`config.mk`:
```
export PLATFORM = sky130hd
export DESIGN_NAME = fetch_stage
export DESIGN_NICKNAME = d
export VERILOG_FILES = /design/src/rtl/fetch_stage.sv
export SDC_FILE = /design/constraint.sdc
export NUM_CORES = 1
export LEC_CHECK = 0
export BUFFER_PORTS_ARGS = -buffer_cell sky130_fd_sc_hd__buf_2
export CAP_MARGIN = 20
export CORE_UTILIZATION = 50
export CTS_CLUSTER_DIAMETER = 200
export DETAILED_ROUTE_END_ITERATION = 16
export HOLD_SLACK_MARGIN = 0.02
export PLACE_DENSITY = 0.76
export SLEW_MARGIN = 20
export SYNTH_ARGS = -nofsm -noshare
export SYNTH_HDL_FRONTEND = slang
export SYNTH_SLANG_ARGS = --single-unit
```
`constraint.sdc`:
```
create_clock -name clock -period 2.19 [get_ports clock]
set_clock_uncertainty 0.15 [all_clocks]
set_input_delay 0.219 -clock clock [delete_from_list [all_inputs] [get_ports clock]]
set_output_delay 0.219 -clock clock [all_outputs]
set_load 0.02 [all_outputs]
```
`src/rtl/fetch_stage.sv`:
```
// Instruction fetch: owns the PC, issues one read at a time, and holds the
// fetched word in IF/ID with a one-entry skid buffer for decode stalls.
module fetch_stage #(
  parameter int WIDTH = 32,
  parameter int INSTRUCTIONWIDTH = 24,
  parameter int OPCODEWIDTH = 4,
  parameter int PC_STEP = 1,
  parameter logic [OPCODEWIDTH-1:0] HALT_OPCODE = 4'hF
) (
  input  logic                        clock,
  input  logic                        reset,
  input  logic                        startIO,
  input  logic                        stall,
  input  logic                        branchTaken,
  input  logic [WIDTH-1:0]            branchTarget,
  output logic                        imemReq,
  output logic [WIDTH-1:0]            imemAddr,
  input  logic                        imemGrant,
  input  logic                        imemRvalid,
  input  logic [INSTRUCTIONWIDTH-1:0] imemRdata,
  output logic [INSTRUCTIONWIDTH-1:0] instruction,
  output logic                        instrValid,
  output logic [WIDTH-1:0]            pcOut,
  output logic [WIDTH-1:0]            pcPlus,
  output logic                        halted
);

  localparam logic [WIDTH-1:0] STEP = WIDTH'(PC_STEP);

  typedef enum logic [1:0] {
    S_IDLE,
    S_REQ,
    S_WAIT,
    S_HALT
  } state_t;

  typedef struct packed {
    logic [INSTRUCTIONWIDTH-1:0] instr;
    logic [WIDTH-1:0]            pc;
    logic [WIDTH-1:0]            pcPlus;
  } ifid_t;

  state_t           r_state;
  logic [WIDTH-1:0] r_pc;
  logic             r_kill;
  logic             r_halted;
  ifid_t            r_ifid;
  logic             r_valid;
  ifid_t            r_skid;
  logic             r_skidValid;

  logic  w_req;
  logic  w_grant;
  logic  w_branch;
  logic  w_deliver;
  logic  w_free;
  logic  w_isHalt;
  ifid_t w_new;

  // A full skid buffer blocks new requests so the one outstanding
  // response can never find both IF/ID and the skid occupied.
  assign w_req     = (r_state == S_REQ) && !r_skidValid;
  assign w_grant   = w_req && imemGrant;
  assign w_branch  = branchTaken && (r_state != S_HALT);
  assign w_deliver = (r_state == S_WAIT) && imemRvalid
                     && !r_kill && !w_branch;
  assign w_free    = !r_valid || !stall;
  assign w_isHalt  =
    imemRdata[INSTRUCTIONWIDTH-1 -: OPCODEWIDTH] == HALT_OPCODE;
  assign w_new     = '{instr: imemRdata, pc: r_pc, pcPlus: r_pc + STEP};

  always_ff @(posedge clock) begin
    if (reset) begin
      r_state  <= S_IDLE;
      r_pc     <= '0;
      r_kill   <= 1'b0;
      r_halted <= 1'b0;
    end else begin
      unique case (r_state)
        S_IDLE: begin
          if (w_branch) r_pc <= branchTarget;
          if (startIO) r_state <= S_REQ;
        end
        S_REQ: begin
          if (w_branch) begin
            r_pc <= branchTarget;
            if (w_grant) begin
              r_kill  <= 1'b1;
              r_state <= S_WAIT;
            end
          end else if (w_grant) begin
            r_state <= S_WAIT;
          end
        end
        S_WAIT: begin
          if (w_branch) begin
            r_pc <= branchTarget;
            if (imemRvalid) begin
              r_kill  <= 1'b0;
              r_state <= S_REQ;
            end else begin
              r_kill <= 1'b1;
            end
          end else if (imemRvalid) begin
            if (r_kill) begin
              r_kill  <= 1'b0;
              r_state <= S_REQ;
            end else begin
              r_pc     <= r_pc + STEP;
              r_state  <= w_isHalt ? S_HALT : S_REQ;
              r_halted <= w_isHalt;
            end
          end
        end
        S_HALT: begin
          r_state <= S_HALT;
        end
        default: r_state <= S_IDLE;
      endcase
    end
  end

  always_ff @(posedge clock) begin
    if (reset) begin
      r_ifid      <= '0;
      r_valid     <= 1'b0;
      r_skid      <= '0;
      r_skidValid <= 1'b0;
    end else if (w_branch) begin
      r_valid     <= 1'b0;
      r_skidValid <= 1'b0;
    end else if (w_free) begin
      if (r_skidValid) begin
        r_ifid      <= r_skid;
        r_valid     <= 1'b1;
        r_skidValid <= 1'b0;
      end else if (w_deliver) begin
        r_ifid  <= w_new;
        r_valid <= 1'b1;
      end else begin
        r_valid <= 1'b0;
      end
    end else if (w_deliver) begin
      r_skid      <= w_new;
      r_skidValid <= 1'b1;
    end
  end

  assign imemReq     = w_req;
  assign imemAddr    = r_pc;
  assign instruction = r_ifid.instr;
  assign instrValid  = r_valid;
  assign pcOut       = r_ifid.pc;
  assign pcPlus      = r_ifid.pcPlus;
  assign halted      = r_halted;

endmodule

```
==> metrics.cfg, run 1 <==
[global_route]
grt_first_pass_wirelength_mm=45.2
grt-ovfl-total=0
grt_max_degree=116
antenna_found_initial=0
grt_usage_pct=27.9
grt_pass1_vias=8761

[yosys]
yosysSeqAreaShare_pct=44.0
synthTopCellsByArea=dfxtp_1 (44%), nand2_1 (6.8%), a211oi_1 (6.6%), mux2i_1 (6.3%), a21oi_1 (5.4%)
synth_top_cell_by_area=dfxtp_1
syn_avg_cell_area_um2=8.32
syn_nets=1233
synth.distinct_cells=64
yosysMostFrequentCell=dfxtp_1
synth_top_area_share_pct=44.0
syn_inst=1169
synth_ff_type=dfxtp_1
ys.warnings.count=0
synth_edf_count=0
async_reset_ff_share_pct=0
synth_commonest_cells=dfxtp_1 (214), nand2_1 (176), nor2_1 (133)
ys_ff_latch=214
netlist_area_um2=9730

[sta]
fin_ws_ns=0.115
worst_pin_slew_ns=0.653
timing.final.crit_share_pct=94.7
relSlewSlack_pct=56.5
tns_ns=0
finalSetupViolCount=0
slew_viol_final=0
fmax_ghz=0.482
finalHoldViolations=0
fin_crit_ns=2.07

[floorplanning]
rows=50
coreArea_um2=18900
die_w_um=141
die_h_um=141
ioPinCount=186
start_util_pct=51.5
die-area_um2=20000

[placement]
place_ws_ns=0.0435
portBuffers=185
gp_congestion=0.935
detailed_place_hpwl_mm=18.2

[drt]
drt_iter0_drc=814
drc_errors=0
wire_per_inst_um=17.3
vias=9344
routed_wl_mm=28.6
avgViaCountPerCell=5.66
antenna_left=0
dr.pass1.iters=5

[clocking]
cts_tree=done
cts_root_buf=clkbuf_16
cts_buffers=24
path_clk_slew_ns=0.06
clock-sinks=214
clock_tree.buffer_depth=3
insertion_delay_ns=0.52
htreeDepth=1

[cells_and_area]
n_antenna_cell=0
seqCellArea_um2=4290
multi_input_area_um2=4770
utilization_pct=66.3
area_growth_pct=28.8
drive_above_1_share_pct=23.6
nFillCells=1572
nets=1446

[power]
power_leakage_nw=4.82
p_per_area_nw_per_um2=699
ir_drop_mv=0.533

[setup_path]
critPathLaunchType=flip-flop
cp.arrival_ns=2.35
crit_fanout=6
critPathCaptureType=flip-flop
critPathRequiredTime_ns=2.47
path_class=reg2reg

[status]
outcome=completed

[job]
max_cap_violations=0

[min_path]
hp-class=in2reg

power by group:
part	total (mW)	internal, mW	switching [mW]
Combinational	0.884	0.378	0.506
Clock	3.85	2.29	1.56
Sequential	4.03	3.96	0.0734
metal layers:
| layer | vias to the layer above | routed length, um | track usage [%] |
|---|---|---|---|
| met5 | - | 0 | 0 |
| met4 | 0 | 911 | 9.90 |
| met3 | 72 | 1930 | 5.30 |
| met2 | 354 | 13600 | 47.5 |
| met1 | 4401 | 12100 | 35.3 |
| li1 | 4517 | - | - |
cell usage in the layout, fill, tap and decap left out, drive strengths merged, types with 7 or more instances in the layout:
cell type and count:
o32ai 8, o221ai 16, nor3 18, o211ai 9, o21ai 16, xor2 19
xnor2 10, nand2 176, inv 10, a211oi 86, dlygate4sd3 61, nor2 133
nor4 10, a21oi 105, mux2i 61, clkinv 7, dfxtp 214, nand4 20
a22oi 9, clkbuf 31, nand3 27, buf 267, and3 10
what timing repair did:
| item | in CTS | in global routing |
|---|---|---|
| pin swaps | 0 | 1 |
| buffers inserted | 0 | 1 |
| gates cloned | 0 | 1 |
| setup endpoints to repair | 6 | 98 |
| gates resized for setup | 2 | 10 |
| endpoints found under the hold margin | 108 | 0 |
| hold buffers | 61 | 0 |
per-stage QoR:
| stage | cell area, um2 | power (mW) | std cells | hold slack (ns) |
|---|---|---|---|---|
| global placement | 11100 | 4.88 | 1553 | 0.287 |
| global route | 12500 | 9.03 | 1652 | 0.0683 |
| detailed placement | 11100 | 4.89 | 1553 | 0.295 |
| CTS | 12500 | 8.79 | 1650 | 0.0635 |
| finish | 12500 | 8.76 | 1652 | 0.0790 |
| floorplan | 9730 | 4.61 | 1169 | 0.180 |
logic make-up after synthesis:
group           after synthesis  share of synthesized area, %
compound gates              289                          19.7
xor+xnor                     29                          2.61
fa+ha+maj                     1                         0.129
buf+inv                     154                          7.51
flops                       214                          44.0
mux                          61                          6.28
simple gates                421                          19.7
registers in the layout (all words and copies together) (netlist names):
| register | cells |
|---|---|
| halted | 1 |
| imemAddr | 32 |
| instrValid | 1 |
| instruction | 24 |
| pcOut | 32 |
| pcPlus | 32 |
| r_kill | 1 |
| r_skid | 88 |
| r_skidValid | 1 |
| r_state | 2 |
final timing paths:
| check | depth (start not counted) | end | start | slack, ns |
|---|---|---|---|---|
| worst max-delay path | 7 | r_skid[11] | imemAddr[4] | 0.12 |
| worst min-delay path | 4 | imemAddr[5] | branchTarget[5] | 0.08 |
| worst max register to register | 7 | r_skid[11] | imemAddr[4] | 0.12 |
| worst min register to register | 2 | pcPlus[10] | pcPlus[10] | 0.30 |
critical path, stage by stage, from the launching register on:
cell and delay [ns]:
dfxtp_1 0.41, nand4_4 0.20, buf_4 0.21, nor4_1 0.36, buf_4 0.19, xor2_1 0.20, nor2_1 0.07, a211oi_1 0.20
layout make-up:
class	instances	share of cell area (%)
Clock buffer	30	5.46
Clock inverter	6	0.440
Inverter	12	0.360
Multi-Input combinational cell	801	38.1
Sequential cell	214	34.3
Tap cell	260	2.60
Timing Repair Buffer	329	18.8
No activity file was read; power rests on OpenSTA's default activity.
==> run 2, diff against run 1 <==
- PLACE_DENSITY: 0.76 -> 0.77
==> run 2 against run 1 <==
Net effect: critical path depth down 1; register-to-register slack worse by 0.03 ns; sequential cell count stayed put; cell count is 0.73% lower; core utilization shrank 0.81 points; setup slack worse by 0.027 ns; largest cell class unchanged.
==> metrics.cfg, run 2 (synthesis results as in run 1) <==
[drt]
avgViaCountPerCell=5.75  ; +1.6%
wire_per_inst_um=17.6  ; +1.7%
dr.pass1.iters=5  ; unchanged
antenna_left=0  ; unchanged
drc_errors=0  ; unchanged
routed_wl_mm=28.8  ; +0.92%
drt_iter0_drc=954  ; +17%
vias=9422  ; +0.83%

[sta]
hold_slack_ns=0.0593  ; -0.0197 ns
fin_ws_ns=0.0884  ; -0.0266 ns
finalHoldViolations=0  ; unchanged
finalSetupViolCount=0  ; unchanged
relSlewSlack_pct=59.5  ; +3.1 points
fmax_ghz=0.476  ; -1.3%
timing.final.crit_share_pct=96.0  ; +1.2 points
fin_crit_ns=2.10  ; +0.0266 ns
slew_viol_final=0  ; unchanged
worst_pin_slew_ns=0.605  ; -0.0484 ns

[setup_path]
critical_path.cell_chain=buf_4 -> nand3_1 -> nor3_2 -> nand2_1 -> xor2_1 -> o221ai_1
path_buf_inv=1  ; -1
critPathCaptureType=flip-flop
slowest_stage=nor3_2
cp_slowest_stage_delay_ns=0.38  ; -0.03 ns
critPathRequiredTime_ns=2.40  ; -0.07 ns
critPathLaunchType=flip-flop
crit_fanout=7  ; +1
cp.arrival_ns=2.31  ; -0.04 ns
r2r_cells=6  ; -1
path_class=reg2reg
crit_family=simple AND/OR/NAND/NOR gates
cp.depth=6  ; -1

[cells_and_area]
final_area_um2=12400  ; -1.2%
n_antenna_cell=0  ; unchanged
top_register=r_skid
area_growth_pct=27.2
nets=1430  ; -1.1%
mostFrequentLayoutCells=dfxtp_1 (212), buf_2 (184), nand2_1 (176)
mostFrequentLayoutCell=dfxtp_1
largest_reg_flops=88  ; unchanged
drive_above_1_share_pct=23.0  ; -0.52 points
utilization_pct=65.5  ; -0.81 points

[placement]
place_ws_ns=-0.00467  ; -0.0482 ns
portBuffers=185  ; unchanged
gp_congestion=0.904  ; -3.3%
detailed_place_hpwl_mm=18.6  ; +2.0%
place_area_um2=11000  ; -1.1%

[floorplanning]
die-area_um2=20000  ; unchanged
ioPinCount=186  ; unchanged
start_util_pct=51.5  ; unchanged
die_h_um=141  ; unchanged
coreArea_um2=18900  ; unchanged
die_w_um=141  ; unchanged
rows=50  ; unchanged

[power]
power_leakage_nw=4.73  ; -1.8%
power_mw=8.72  ; -0.45%
p_per_area_nw_per_um2=705  ; +0.79%
ir_drop_mv=0.638  ; +20%

[global_route]
grt_usage_pct=28.3  ; +0.40 points
use_met3_pct=4.25  ; -1.0 points
grt_first_pass_wirelength_mm=45.8  ; +1.4%
grt_util_met2_pct=48.2  ; +0.65 points
grt_pass1_vias=8886  ; +1.4%
antenna_found_initial=0  ; unchanged
grt-ovfl-total=0  ; unchanged
grt.met1_usage_pct=36.2  ; +0.88 points
grt_max_degree=126  ; +8.6%
top_usage_layer=met2

[clocking]
htreeDepth=1  ; unchanged
cts_root_buf=clkbuf_16
cts_buffers=23  ; -4.2%
path_clk_slew_ns=0.06  ; about the same
clock-sinks=214  ; unchanged
insertion_delay_ns=0.51  ; about the same
cts_tree=done
clock_tree.buffer_depth=3  ; unchanged

[min_path]
hp-class=in2reg
holdPathStages=4  ; unchanged

[status]
outcome=completed

[job]
max_cap_violations=0  ; unchanged

-- run 2: worst min-delay path, cell delays in order --
cell and delay [ns]:
buf_2 0.10, nor2b_1 0.14, o21ai_0 0.14, a21oi_1 0.07
-- run 2: final timing paths --
| path | end | from | slack (ns) |
|---|---|---|---|
| worst max-delay path | imemAddr[14] | imemAddr[3] | 0.09 |
| worst min-delay path | r_state[1] | imemGrant | 0.06 |
| worst max register to register | imemAddr[14] | imemAddr[3] | 0.09 |
| worst min register to register | r_skid[67] | r_skid[67] | 0.30 |
-- run 2: stage by stage --
step / setup TNS (ns) / instances
2_1_floorplan: 0 / 1169
3_3_place_gp: 0 / 1541
3_5_place_dp: -0.00467 / 1541
4_1_cts: 0 / 1639
5_1_grt: -0.0149 / 1640
6_report: 0 / 1640
-- run 2: report_power, final --
part,switching (mW),internal [mW]
logic,0.514,0.368
registers,0.0769,3.95
clock network,1.54,2.27
total,2.13,6.59
-- run 2: routing by layer --
layer / vias up / wire (um)
met1: 4437 / 12100
met2: 407 / 13900
li1: 4494 / -
met5: - / 0
met3: 84 / 1880
met4: 0 / 997
-- run 2: timing repair --
item                       4_1_cts  5_1_grt
pin swaps                        0        1
buffers inserted                 0        1
setup endpoints to repair       12       25
gates resized for setup          2       11
hold endpoints to repair       100        0
hold buffers                    59        0
-- run 2: cell type report --
type,instances,area [um2]
Tap cell,260,325
Fill cell,1587,6520
Sequential cell,214,4290
Multi-Input combinational cell,801,4800
Timing Repair Buffer,314,2180
Clock inverter,6,55.1
Clock buffer,33,683
Inverter,12,45.0
==> run 3, diff against run 2 <==
- CAP_MARGIN: 20 -> 25
- CORE_UTILIZATION: 50 -> 56
- PLACE_DENSITY: 0.77 -> 0.82
- clock period: 2.19 -> 2.15 ns (I/O delays scaled with it)
==> run 3 against run 2 <==
Net effect: non-clock buffer count increased by 11; sequential share of layout area is 0.41 points lower; critical endpoint is now instruction[9]; wire length up 1.1%; die area down 11%; largest cell class unchanged; core utilization is 9.2 points higher.
==> metrics.cfg, run 3 (synthesis results as in run 1) <==
[status]
outcome=completed

[power]
clock_power_share_pct=46.4  ; +2.8 points
comb_power_share_pct=9.9  ; -0.2 points
cell_internal_pwr_mw=7.14  ; +8.4%
power_mw=9.38  ; +7.5%
power_leakage_nw=4.84  ; +2.3%
p_per_area_nw_per_um2=749  ; +6.3%
ir_drop_mv=0.672  ; +5.4%
netSwitchingFraction_pct=23.8  ; -0.60 points
p_switching_mw=2.23  ; +4.9%
seq_power_share_pct=43.7  ; -2.5 points

[clocking]
path_clk_slew_ns=0.07  ; about the same
cts_buffers=23  ; unchanged
insertion_delay_ns=0.51  ; about the same
cts_root_buf=clkbuf_16
clock_tree.buffer_depth=3  ; unchanged
htreeDepth=1  ; unchanged
cts_tree=done
clock-sinks=214  ; unchanged

[floorplanning]
ioPinCount=186  ; unchanged
die-area_um2=17900  ; -11%
rows=47  ; -6.0%
die_h_um=134  ; -5.4%
die_w_um=134  ; -5.4%
coreArea_um2=16800  ; -11%
start_util_pct=58.0  ; +6.6 points

[placement]
portBuffers=185  ; unchanged
detailed_place_hpwl_mm=18.0  ; -3.3%
placedCellCount=1513  ; -1.8%
gp_congestion=0.881  ; -2.6%

[setup_path]
critPathRequiredTime_ns=2.39  ; about the same
cp-endpoint=instruction[9]
crit_fanout=26  ; +19
rr_startpoint=imemAddr[10]
path_class=in2reg
cp.arrival_ns=2.33  ; +0.02 ns
rrSetupSlack_ns=0.06  ; -0.03 ns
reg2reg_to=imemAddr[27]
critPathLaunchType=primary input
critPathCaptureType=flip-flop
r2r_cells=5  ; -1
crit_start=branchTaken

[sta]
hold_slack_ns=0.0594  ; +0.000174 ns
relSlewSlack_pct=59.2  ; -0.34 points
finalHoldViolations=0  ; unchanged
fmax_ghz=0.478
rsz0062_at_grt=true
fin_crit_ns=2.09
timing.final.crit_share_pct=97.3
slew_viol_final=0  ; unchanged
worst_pin_slew_ns=0.612  ; +0.00746 ns
finalSetupViolCount=0  ; unchanged

[global_route]
grt_max_degree=134  ; +6.3%
antenna_found_initial=0  ; unchanged
grt-ovfl-total=0  ; unchanged
grt_first_pass_wirelength_mm=45.3  ; -1.2%
grt_usage_pct=31.3  ; +3.0 points
grt_pass1_vias=9010  ; +1.4%

[job]
max_cap_violations=0  ; unchanged

[drt]
avgViaCountPerCell=5.99  ; +4.2%
vias=9659  ; +2.5%
dr.pass1.iters=5  ; unchanged
antenna_left=0  ; unchanged
wire_per_inst_um=18.1  ; +2.8%
drt_iter0_drc=789  ; -17%
routed_wl_mm=29.1  ; +1.1%
drc_errors=0  ; unchanged

[cells_and_area]
largest_reg_flops=88  ; unchanged
mostFrequentLayoutCell=dfxtp_1
nets=1441  ; +0.77%
area_growth_pct=28.7
top_register=r_skid
drive_above_1_share_pct=24.3  ; +1.3 points
n_antenna_cell=0  ; unchanged
mostFrequentLayoutCells=dfxtp_1 (213), buf_2 (184), nand2_1 (174)
instances_no_fill=1613  ; -1.6%

[min_path]
hp-class=in2reg

==> run 3: cell count changes in the layout (fill, tap and decap cells not counted), sizes merged <==
cell | previous run | this run
clkinvlp | 0 | 2
bufinv | 1 | 5
dlygate4sd3 | 59 | 57
buf | 255 | 268
clkbuf | 33 | 29
==> run 3: worst min-delay path by stage <==
stage               slack [ns]  cells past startpoint      endpoint        startpoint
global route              0.07                      4    r_state[1]         imemGrant
detailed placement        0.29                      2     r_skid[7]         r_skid[7]
CTS                       0.04                      4  imemAddr[25]  branchTarget[25]
finish                    0.06                      4  imemAddr[25]  branchTarget[25]
floorplan                 0.18                      1        r_kill        imemRvalid
global placement          0.29                      2     pcPlus[2]         pcPlus[2]
==> run 3: power by group through the flow <==
| stage | Clock, mW | Sequential [mW] | Combinational [mW] |
|---|---|---|---|
| after floorplan | 0 | 4.18 | 0.520 |
| after global placement | 0 | 4.18 | 0.790 |
| after detailed placement | 0 | 4.18 | 0.799 |
| after CTS | 4.38 | 4.09 | 0.891 |
| after global routing | 4.55 | 4.10 | 0.979 |
| final | 4.35 | 4.10 | 0.924 |
==> run 3: area by class of cell <==
class / instances / area [um2]
Clock buffer: 29 / 648
Inverter: 12 / 45.0
Tap cell: 220 / 275
Timing Repair Buffer: 325 / 2250
Sequential cell: 214 / 4290
Multi-Input combinational cell: 801 / 4810
Clock inverter: 12 / 190
Fill cell: 1139 / 4250
==> run 3: critical path, cell delays in order <==
cell and delay, ns:
dlygate4sd3_1 0.54, buf_2 0.18, a21boi_1 0.16, a21oi_2 0.17
buf_4 0.17, nor2b_4 0.21, buf_12 0.16, buf_12 0.17
nor2_1 0.08, a211oi_1 0.27
==> run 3: through the flow <==
step	util, %	area, um2	worst slack [ns]	setup TNS, ns
2_1_floorplan	-	9730	0.0942	0
3_3_place_gp	65.7	11000	0.131	0
3_5_place_dp	65.7	11000	0.0795	0
4_1_cts	74.1	12400	0.0491	0
5_1_grt	74.7	12500	-0.0197	-0.107
6_report	74.7	12500	0.0579	0
==> run 3: what timing repair did <==
item | CTS | global route
gates resized for setup | 0 | 17
hold endpoints to repair | 82 | 0
endpoints found under the setup margin | 0 | 39
hold buffers | 57 | 0
setup buffers | 0 | 2
==> run 3: layer usage <==
metal | wire [um] | part of all wire, % | GRT usage, % | up-vias
li1 | - | - | - | 4528
met1 | 11400 | 39 | 38.5 | 4510
met2 | 14200 | 49 | 53.6 | 500
met3 | 2250 | 7.7 | 4.65 | 121
met4 | 1320 | 4.5 | 15.0 | 0
met5 | 0 | 0 | 0 | -
